<file path="src/rtl/serial_adder_pkg.sv">
// Shared types and constants for the bit-serial adder.
package serial_adder_pkg;

    localparam int DEFAULT_WIDTH = 8;

    typedef enum logic [1:0] {
        IDLE = 2'd0,
        RUN  = 2'd1,
        DONE = 2'd2
    } state_t;

endpackage

</file>
<file path="src/rtl/fa_cell.sv">
// One-bit full adder used as the serial datapath.
// Latency: combinational. Backpressure: none.
// Flow: no handshake; pure function of its inputs.
module fa_cell (
    input  logic a,
    input  logic b,
    input  logic ci,
    output logic s,
    output logic co
);

    always_comb begin
        s  = a ^ b ^ ci;
        co = (a & b) | (a & ci) | (b & ci);
    end

endmodule

</file>
<file path="src/rtl/serial_adder.sv">
// Bit-serial {co,sum} = a + b + ci, LSB first, one bit per clock.
// Latency: out_valid rises WIDTH cycles after the accepting edge.
// Backpressure: result held in DONE until out_ready; in_ready low outside IDLE.
module serial_adder
    import serial_adder_pkg::*;
#(
    parameter int WIDTH = DEFAULT_WIDTH
) (
    input  logic             clk,
    input  logic             rst_n,
    input  logic             in_valid,
    output logic             in_ready,
    input  logic [WIDTH-1:0] a,
    input  logic [WIDTH-1:0] b,
    input  logic             ci,
    output logic             out_valid,
    input  logic             out_ready,
    output logic [WIDTH-1:0] sum,
    output logic             co
);

    localparam int CW = $clog2(WIDTH);
    localparam logic [CW-1:0] LAST_BIT = CW'(WIDTH - 1);

    state_t          state_q,  state_d;
    logic [WIDTH-1:0] a_q,     a_d;
    logic [WIDTH-1:0] b_q,     b_d;
    logic [WIDTH-1:0] sum_q,   sum_d;
    logic            carry_q,  carry_d;
    logic            co_q,     co_d;
    logic [CW-1:0]   cnt_q,    cnt_d;

    logic fa_s;
    logic fa_co;

    fa_cell u_fa (
        .a  (a_q[cnt_q]),
        .b  (b_q[cnt_q]),
        .ci (carry_q),
        .s  (fa_s),
        .co (fa_co)
    );

    always_comb begin
        state_d = state_q;
        a_d     = a_q;
        b_d     = b_q;
        sum_d   = sum_q;
        carry_d = carry_q;
        co_d    = co_q;
        cnt_d   = cnt_q;

        unique case (state_q)
            IDLE: begin
                if (in_valid) begin
                    a_d     = a;
                    b_d     = b;
                    carry_d = ci;
                    sum_d   = '0;
                    co_d    = 1'b0;
                    cnt_d   = '0;
                    state_d = RUN;
                end
            end
            RUN: begin
                sum_d[cnt_q] = fa_s;
                carry_d      = fa_co;
                if (cnt_q == LAST_BIT) begin
                    // Counter stops here rather than wrapping; DONE ignores it.
                    co_d    = fa_co;
                    state_d = DONE;
                end else begin
                    cnt_d = cnt_q + CW'(1);
                end
            end
            DONE: begin
                // Handshake edge only returns to IDLE; acceptance waits a cycle.
                if (out_ready) begin
                    state_d = IDLE;
                end
            end
            default: begin
                state_d = IDLE;
            end
        endcase
    end

    always_ff @(posedge clk) begin
        if (!rst_n) begin
            state_q <= IDLE;
            a_q     <= '0;
            b_q     <= '0;
            sum_q   <= '0;
            carry_q <= 1'b0;
            co_q    <= 1'b0;
            cnt_q   <= '0;
        end else begin
            state_q <= state_d;
            a_q     <= a_d;
            b_q     <= b_d;
            sum_q   <= sum_d;
            carry_q <= carry_d;
            co_q    <= co_d;
            cnt_q   <= cnt_d;
        end
    end

    always_comb begin
        in_ready  = (state_q == IDLE);
        out_valid = (state_q == DONE);
        sum       = sum_q;
        co        = co_q;
    end

endmodule

</file>
<file path="config.mk">
export PLATFORM = sky130hd
export DESIGN_NAME = serial_adder
export DESIGN_NICKNAME = d
export VERILOG_FILES = /design/src/rtl/serial_adder_pkg.sv /design/src/rtl/fa_cell.sv /design/src/rtl/serial_adder.sv
export SDC_FILE = /design/constraint.sdc
export NUM_CORES = 1
export LEC_CHECK = 0
export ABC_AREA = 0
export BUFFER_PORTS_ARGS = -buffer_cell sky130_fd_sc_hd__buf_4
export CAP_MARGIN = 0
export CORE_MARGIN = 2
export CORE_UTILIZATION = 45
export CTS_CLUSTER_SIZE = 24
export DETAILED_ROUTE_END_ITERATION = 7
export PLACE_DENSITY = 0.67
export SLEW_MARGIN = 25
export SYNTH_ARGS = -nofsm -noshare
export SYNTH_HDL_FRONTEND = slang
export SYNTH_SLANG_ARGS = --single-unit
</file>
<file path="constraint.sdc">
create_clock -name clk -period 2.25 [get_ports clk]
set_input_delay 0.225 -clock clk [delete_from_list [all_inputs] [get_ports clk]]
set_output_delay 0.225 -clock clk [all_outputs]
set_load 0.1 [all_outputs]
</file>
### After elaboration in Yosys (flattened, before gate mapping)

Index checks and enable logic that the tools add are counted.

* add/subtract/negate cells: 1
* $lt $le $gt $ge: 2
* equal/unequal tests: 7
* multiplexer cells: 21
* bitwise gates (word level): 7
* reduce and logical (&&, ||, !) cells: 8

Operators by type and width (number)
* 8-bit case mux with 2 select lines: 1
* 3-bit AND reduction: 3
* 8-bit bitwise mux: 1
* 8-bit 2-to-1 mux: 1
* 1-bit binary-select mux with 3-bit select: 2
* 1-bit 2-to-1 mux: 6
* 2-bit 2-to-1 mux: 3
* 3-bit 2-to-1 mux: 2
* 2-bit inequality test (second input constant): 3
* 2-bit case mux with 3 select lines: 1
* 3-bit case mux with 2 select lines: 1
* 3-bit by 4-bit less-than comparator with 1-bit output (second input constant): 1
* 1-bit case mux with 2 select lines: 2
* 2-bit AND reduction: 2
* 3-bit by 1-bit adder with 3-bit output (second input constant): 1
* 1-bit AND: 3
* 1-bit demux with 3-bit select: 1
* 3-bit == test (second input constant): 1
* 3-bit by 1-bit >= comparator with 1-bit output (second input constant): 1
* 2-bit by 1-bit == test with 1-bit output (second input constant): 1
* 2-bit == test (second input constant): 1
* 2-bit logical NOT: 1
* 2-bit by 1-bit inequality test with 1-bit output (second input constant): 1
* 1-bit OR: 2
* other kinds (3): 4

* register bits: 31
* bits of input ports: 21
* output and inout port bits: 11
* word-level logic and storage cells: 53

### Longest topological paths before layout

Gate-level depths: netlist (run 1).

* depth in word-level cells: 7
* depth in mapped cells: 10

### By module

A second synthesis (run 1) with hierarchy kept.

* cells, all modules: 183
* area, all modules: 1559.0 sq um

By module, submodules not included
* serial_adder: times used 1, cells an instance 182, area an instance 1539.0 sq um, seq. area each 620.6 sq um
* fa_cell: times used 1, cells an instance 1, area an instance 20.0 sq um, seq. area each 0.0 sq um

### Worst setup path after synthesis (run 1)

OpenSTA, ideal clock, no wires.

* path kind: reg-to-reg
* from: register cnt_q[1]
* to: register sum_q[1], in the netlist sum[1]
* library setup time: 0.075 ns
* data arrival time: 2.113 ns
* required time: 2.175 ns
* setup slack: 0.062 ns
* stages on the path, launching flop included: 10
* clock period less this slack: 2.188 ns
* cells stage by stage: dfxtp_1 buf_2 mux2_1 nand2_1 o21ai_1 a221oi_1 fa_1 nor3_1 nand3b_1 a31oi_1

* word-level cells in the longest chain between the ends: 6

RTL lines
* start: declaration: line serial_adder.sv:31 `logic [CW-1:0] cnt_q, cnt_d;`
* start signal: assignment: line serial_adder.sv:104 `cnt_q <= cnt_d;`
* 3-bit by 4-bit less-than comparator with 1-bit output (implied by the code), or another cell as far along: line serial_adder.sv:66 `sum_d[cnt_q] = fa_s;`
* 1-bit logical AND (implied by the code), or another cell as far along: line serial_adder.sv:66
* 1-bit 2-to-1 mux (implied by the code) or 1-bit XOR (tied branches): line serial_adder.sv:66, fa_cell.sv:13
* 1-bit demux with 3-bit select or 1-bit XOR (tied branches): line serial_adder.sv:66, fa_cell.sv:13
* 8-bit bitwise mux (*): line serial_adder.sv:66
* 8-bit case mux with 2 select lines (*): line serial_adder.sv:53 `unique case (state_q)`
* end signal: assignment: line serial_adder.sv:101 `sum_q <= sum_d;`
* end: declaration: line serial_adder.sv:28 `logic [WIDTH-1:0] sum_q, sum_d;`

Mark *: on every way between the ends. The rest lies on a longest branch, timed or not. The select of a mux whose other input is x is not followed.
A chain may end at the register's enable or synchronous reset.

### Worst setup path after layout (run 1)

* from: register cnt_q[0]
* to: register sum_q[0], in the netlist sum[0]

Same word-level chain as after synthesis.

==> results.ini, run 1 <==
[final_layout]
fraction_of_final_layout_cells_with_drive_strength_greater_than_1_pct=29.5
nFillCells=286
stdcell_count=251
finalCoreUtilization_pct=59.6
finish.net_count=230
area_delta_synth_final_pct=25.5
num_antenna_cells=0

[routing]
routed_wirelength_um=3150
antenna_violating_nets_post_route=0
detailroute.via_count=1326
detail_route.iter0.violations=60
drt_pass_1_iters=4
routed_via_density=5.28
detailed_route_drc_error_count=0
wl_per_cell_um=12.5

[clocking]
clk_pin_slew_ns=0.10
cts_made_buffers=5
cts_hold_repair.buffers=0
cts_tree=built
ctsLongestPathBuffers=2
root_buffer=sky130_fd_sc_hd__clkbuf_4
number_of_h_tree_levels=2
clock_sink_count=31
clkLatencyLatePin_ns=0.33

[placed_design]
detailedPlacementHpwl_um=2280
placement.io_buffers=31
placed_cells=243
place.gp.congestion=0.825

[yosys]
syn-instance-count=171
synth.top_cells.by_area=sky130_fd_sc_hd__dfxtp_1 43%, sky130_fd_sc_hd__nand2_1 11%, sky130_fd_sc_hd__a21oi_1 6.9%
mux_contribution_to_synthesized_area_pct=9.66
yosys.area_share.simple_pct=25.7
synth.distinct_cells=36
netlist_area_um2=1450
synth_seq_area_share_pct=42.8
synth_compound_area_share_pct=13.7
yosys_warnings=0
synth_xor_area_share_pct=0
post_synth_fa_ha_maj_area_fraction_pct=3.11
synthDominantCellAreaShare_pct=42.8
synthDominantAreaCellType=sky130_fd_sc_hd__dfxtp_1
syn_avg_cell_area_um2=8.48
ys_ff_latch=31
dominant_combinational_cell_family_by_area_after_synthesis=simple AND/OR/NAND/NOR gates
postSynthNetCount=195

[critical_path]
timing.setup.critical_path_class=flop to flop
r2r_cells=9
critPathCaptureType=flop
cp_max_fo=6
worst_ep_arrival_time_ns=2.35
crit_path_start_kind=flop
crit_path_required_time_ns=2.47

[sta]
timing.fmax_mhz=470
timing.final.setup_violations=0
actual_slew_at_the_worst_max_slew_pin_ns=0.548
skew_ns=0.00782
final.period_utilization_pct=94.6
slew_headroom_pct=63.4
grt_setup_unrepaired=yes
slew_viol_final=0
final-hold-violation-count=0
fin_crit_ns=2.13

[run_status]
status=completed

[floorplanning]
core_area_um2=3050
top_level_ports=32
start_util_pct=47.5
placementRows=20
die_width_um=60.8
die-area_um2=3690
floorplan.die.height_um=60.8

[power_and_ir_drop]
vdd.ir_drop.worst_mv=0.358
leakagePower_nw=0.746
cellPowerDensity_nw_per_um2=603

[grt]
grt_pass1_wl_um=5230
grt_antenna_before_repair=0
grt_max_degree=18
track_usage_pct=19.4
first_global_vias=1258
overflow=0

[min_path]
hold_path.class=primary input to flop
hold-path-cell-count=3

[job]
timing.max_cap.violations=0

## stage by stage
step / instance area [um2] / total power, W / TNS (ns) / setup WS (ns) / hold slack (ns)
finish: 1820 / 0.00110 / 0 / 0.121 / 0.127
global route: 1820 / 0.00116 / -0.0724 / -0.0392 / 0.108
CTS: 1800 / 0.00110 / 0 / 0.0254 / 0.116
detailed placement: 1740 / 0.000795 / -0.0936 / -0.0798 / 0.451
global placement: 1740 / 0.000788 / 0 / 0.0463 / 0.444
floorplan: 1450 / 0.000729 / 0 / 0.0622 / 0.361
## area by class of cell
class / instances / area (um2) / share of cell area (%)
clock buffer: 5 / 37.5 / 2.06
clock inverter: 3 / 15.0 / 0.825
inverter: 3 / 11.3 / 0.619
multi-input combinational: 126 / 786 / 43.2
sequential: 31 / 623 / 34.2
tap: 44 / 55.1 / 3.02
timing repair buffer: 39 / 293 / 16.1
## state kept, by name (all words and copies together), names as in the netlist
| name | cells |
|---|---|
| carry_q | 1 |
| b_q | 8 |
| sum | 8 |
| co | 1 |
| state_q | 2 |
| a_q | 8 |
| cnt_q | 3 |
## metal layers
metal,track usage (%),up-vias,share of wire (%)
li1,-,656,-
met1,21.7,626,43
met2,31.8,40,50
met3,8.32,4,5.3
met4,9.63,0,1.1
met5,0,-,0
## worst max-delay path, stage by stage (launching register included)
cell and delay [ns]:
sky130_fd_sc_hd__dfxtp_2 0.37, sky130_fd_sc_hd__buf_4 0.16, sky130_fd_sc_hd__inv_1 0.07, sky130_fd_sc_hd__nand2_1 0.07, sky130_fd_sc_hd__a211oi_2 0.24, sky130_fd_sc_hd__a221oi_2 0.07
sky130_fd_sc_hd__fa_1 0.63, sky130_fd_sc_hd__nor3_2 0.07, sky130_fd_sc_hd__a221oi_1 0.28, sky130_fd_sc_hd__nor2_1 0.06
## cell usage after synthesis
library cell                n
sky130_fd_sc_hd__buf_6      1
sky130_fd_sc_hd__buf_4      1
sky130_fd_sc_hd__buf_2      7
sky130_fd_sc_hd__nor3b_4    1
sky130_fd_sc_hd__a31oi_1    1
sky130_fd_sc_hd__nand2_1   42
sky130_fd_sc_hd__and3b_2    1
sky130_fd_sc_hd__mux2i_1    5
sky130_fd_sc_hd__or3b_1     1
sky130_fd_sc_hd__nand3_1    5
sky130_fd_sc_hd__dfxtp_1   31
sky130_fd_sc_hd__mux2_1     3
sky130_fd_sc_hd__o221a_1    1
sky130_fd_sc_hd__nand4_1    1
sky130_fd_sc_hd__clkinv_1   1
sky130_fd_sc_hd__and3_1     2
sky130_fd_sc_hd__nor3b_2    1
sky130_fd_sc_hd__a22oi_1    2
sky130_fd_sc_hd__ha_1       2
sky130_fd_sc_hd__o21ai_1    2
sky130_fd_sc_hd__nor2b_1    2
sky130_fd_sc_hd__a211oi_1   2
sky130_fd_sc_hd__nor3_1     1
sky130_fd_sc_hd__a221oi_1   2
sky130_fd_sc_hd__fa_1       1
sky130_fd_sc_hd__nand3b_1   3
sky130_fd_sc_hd__inv_1      2
sky130_fd_sc_hd__mux4_2     2
sky130_fd_sc_hd__a21oi_1   20
sky130_fd_sc_hd__nand2b_1   4
sky130_fd_sc_hd__clkbuf_1   2
sky130_fd_sc_hd__o311a_1    1
sky130_fd_sc_hd__o311ai_1   1
sky130_fd_sc_hd__mux2_2     1
sky130_fd_sc_hd__o21ai_0    1
sky130_fd_sc_hd__nor2_1    15
## timing repair
action / 4_1_cts / 5_1_grt
pin swaps: 0 / 5
endpoints found under the setup margin: 2 / 8
setup buffers: 0 / 0
resized for setup: 2 / 6
gates cloned: 0 / 0
endpoints found under the hold margin: 0 / 0
## cell families after synthesis
logic type / Yosys count
simple gates: 79
compound gates: 33
flops: 31
buf+inv: 14
mux: 11
fa+ha+maj: 3
## cells in the final DEF, fill, tap and decap left out, drive strengths merged
master,synthesis,layout
o221a,1,1
fa,1,1
nand2b,4,4
and3,2,2
nand2,42,42
nor2b,2,2
dfxtp,31,31
or3b,1,1
buf,9,39
nand3b,3,3
nor3b,2,2
clkbuf,2,5
a21oi,20,20
a211oi,2,2
a31oi,1,1
and3b,1,1
mux4,2,2
a221oi,2,2
a22oi,2,2
mux2i,5,5
nor2,15,15
o311ai,1,1
clkinv,1,4
nand4,1,1
mux2,4,4
nor3,1,1
ha,2,2
o21ai,3,3
inv,2,2
o311a,1,1
nand3,5,5
## power breakdown
part / switching, W / internal [W] / total, W
combinational: 0.000110 / 0.0000853 / 0.000196
sequential: 0.0000204 / 0.000574 / 0.000594
clock: 0.000191 / 0.000116 / 0.000307
total: 0.000322 / 0.000775 / 0.00110
## final timing paths
path / start / to / slack [ns]
max: cnt_q[0] / sum[0] / 0.12
min: b[0] / b_q[0] / 0.13
max reg2reg: cnt_q[0] / sum[0] / 0.12
min reg2reg: a_q[0] / a_q[0] / 0.46
Power figures use the tool's default switching activity.
==> inputs of run 2 (changes only) <==
--- a/config.mk
+++ b/config.mk
@@ -12,6 +12,8 @@
 export CORE_UTILIZATION = 45
 export CTS_CLUSTER_SIZE = 24
 export DETAILED_ROUTE_END_ITERATION = 7
+export HOLD_SLACK_MARGIN = 0.12
+export MAX_ROUTING_LAYER = met4
 export PLACE_DENSITY = 0.67
 export SLEW_MARGIN = 25
 export SYNTH_ARGS = -nofsm -noshare
==> results.ini, run 2 (synthesized netlist as in run 1, its figures left out) <==
[run_status]
status=completed

[critical_path]
critPathCaptureType=flop
capturing_element_of_the_worst_setup_path=sum[1]
cp_max_fo=6  ; unchanged
r2r_cells=6  ; -3
cp_slowest_stage_delay_ns=0.52  ; -0.11 ns
timing.setup.critical_path_class=flop to flop
reg2reg_from=cnt_q[0]
timing.rr.end=sum[1]
crit_slowest_cell=sky130_fd_sc_hd__mux4_2
timing.critical_path.cells=mux4_2 -> mux2i_2 -> fa_1 -> nor3_2 -> nand3b_1 -> a31oi_1
crit_path_start_kind=flop
worst_setup_startpoint=cnt_q[0]
worst-r2r-setup-slack_ns=0.12  ; about the same
worst_ep_arrival_time_ns=2.38  ; +0.03 ns
crit_path_required_time_ns=2.51  ; +0.04 ns

[power_and_ir_drop]
cellPowerDensity_nw_per_um2=587  ; -2.6%
vdd.ir_drop.worst_mv=0.358  ; about the same
power.share.clock_pct=27.8  ; -0.2 points
p_comb_share_pct=18.4  ; +0.6 points
netSwitchingFraction_pct=29.2  ; -0.15 points
p_seq_share_pct=53.8  ; -0.4 points
power.switching_w=0.000322  ; +0.13%
leakagePower_nw=0.771  ; +3.4%
p_int_w=0.000782  ; +0.85%
post_route_total_power_w=0.00110  ; +0.64%

[final_layout]
post-route-cell-area_um2=1880  ; +3.3%
finalCoreUtilization_pct=61.6  ; +2.0 points
nFillCells=279  ; -2.4%
layout_common_cells=42 x sky130_fd_sc_hd__nand2_1, 39 x sky130_fd_sc_hd__buf_4, 29 x sky130_fd_sc_hd__dfxtp_1
fraction_of_final_layout_cells_with_drive_strength_greater_than_1_pct=28.6  ; -0.83 points
finish.net_count=236  ; +2.6%
layout.cells.most_common=sky130_fd_sc_hd__nand2_1
area_delta_synth_final_pct=29.7
num_antenna_cells=0  ; unchanged

[clocking]
clock_sink_count=31  ; unchanged
cts_made_buffers=5  ; unchanged
ctsLongestPathBuffers=2  ; unchanged
number_of_h_tree_levels=2  ; unchanged
clkLatencyLatePin_ns=0.33  ; about the same
cts_tree=built
root_buffer=sky130_fd_sc_hd__clkbuf_4
clk_pin_slew_ns=0.10  ; about the same

[grt]
first_global_vias=1281  ; +1.8%
grt_most_used_layer=met2
track_usage_pct=20.2  ; +0.80 points
met1_usage_pct=21.6  ; -0.13 points
grt_max_degree=18  ; unchanged
grt_util_met2_pct=32.6  ; +0.77 points
overflow=0  ; unchanged
grt_use_met3_pct=8.32  ; unchanged
grt_pass1_wl_um=5290  ; +1.1%
grt_antenna_before_repair=0  ; unchanged

[routing]
routed_via_density=5.21  ; -1.4%
detail_route.iter0.violations=49  ; -18%
drt_pass_1_iters=4  ; unchanged
antenna_violating_nets_post_route=0  ; unchanged
wl_per_cell_um=12.4  ; -1.1%
routed_wirelength_um=3190  ; +1.3%
detailed_route_drc_error_count=0  ; unchanged
detailroute.via_count=1339  ; +0.98%

[sta]
final.period_utilization_pct=94.5  ; about the same
fin_crit_ns=2.13  ; -0.00169 ns
skew_ns=0.00795  ; +0.000126 ns
timing.fmax_mhz=470  ; about the same
grt_setup_unrepaired=yes
setup_total_negative_slack_ns=0  ; unchanged
slew_headroom_pct=63.6  ; +0.16 points
actual_slew_at_the_worst_max_slew_pin_ns=0.546  ; -0.00241 ns
timing.final.setup_violations=0  ; unchanged
final-hold-violation-count=0  ; unchanged
slew_viol_final=0  ; unchanged

[placed_design]
placement.io_buffers=31  ; unchanged
detailed_place.area_um2=1740  ; unchanged
detailedPlacementHpwl_um=2280  ; unchanged
place.gp.congestion=0.837  ; +1.5%

[job]
timing.max_cap.violations=0  ; unchanged

[floorplanning]
floorplan.die.height_um=60.8  ; unchanged
placementRows=20  ; unchanged
core_area_um2=3050  ; unchanged
top_level_ports=32  ; unchanged
die-area_um2=3690  ; unchanged
start_util_pct=47.5  ; unchanged
die_width_um=60.8  ; unchanged

[min_path]
hold_path.class=primary input to flop

-- run 2: changes by cell type in the layout (fill, tap and decap cells not counted), sizes merged --
cell	delta
dlygate4sd3	+6
-- run 2: repair_timing --
item                       4_1_cts  5_1_grt
hold endpoints to repair         4        2
setup buffers                    0        0
pin swaps                        0        5
hold buffers                     4        2
setup endpoints to repair        2        8
gates resized for setup          2        6
-- run 2: how the worst min path moves through the flow --
stage,start,end,slack [ns],cells after the start
2_1_floorplan,a[0],a_q[0],0.36,2
3_3_place_gp,b_q[6],b_q[6],0.44,2
3_5_place_dp,a_q[3],a_q[3],0.45,2
4_1_cts,b[4],b_q[4],0.12,3
5_1_grt,a[6],a_q[6],0.12,3
6_report,b[4],b_q[4],0.13,3
-- run 2: routing by layer --
layer / part of all wire (%) / vias up
li1: - / 670
met1: 43 / 626
met2: 51 / 37
met3: 5.1 / 6
met4: 1.1 / 0
met5: 0 / -
-- run 2: cell type report --
type,count,area (um2),area share (%)
flip-flops and latches,31,623,33.1
multi-input cells,126,786,41.8
clock buffers,5,37.5,2.00
inverters,3,11.3,0.599
repair buffers,45,353,18.8
well taps,44,55.1,2.93
clock inverters,3,15.0,0.798
-- run 2: critical path, delay by kind of cell (launching register included) --
| kind | cells | cell delay (ns) |
|---|---|---|
| AND/OR/NAND/NOR | 2 | 0.29 |
| multiplexers | 2 | 0.70 |
| AO/OA/AOI/OAI | 1 | 0.14 |
| adder cells (fa/ha/maj) | 1 | 0.50 |
| flip-flops | 1 | 0.41 |
-- run 2: through the flow --
stage	cells	hold WS, ns	worst slack [ns]
final	257	0.134	0.123
after global routing	257	0.123	-0.0411
after CTS	255	0.123	0.0254
after detailed placement	243	0.451	-0.0798
after global placement	243	0.444	0.0463
after floorplan	171	0.361	0.0622
-- run 2: power by group through the flow --
stage | clock, W | sequential (W) | combinational, W
floorplan | 0 | 0.000610 | 0.000119
global placement | 0 | 0.000605 | 0.000182
detailed placement | 0 | 0.000606 | 0.000189
CTS | 0.000316 | 0.000594 | 0.000196
global route | 0.000344 | 0.000599 | 0.000225
finish | 0.000307 | 0.000594 | 0.000203
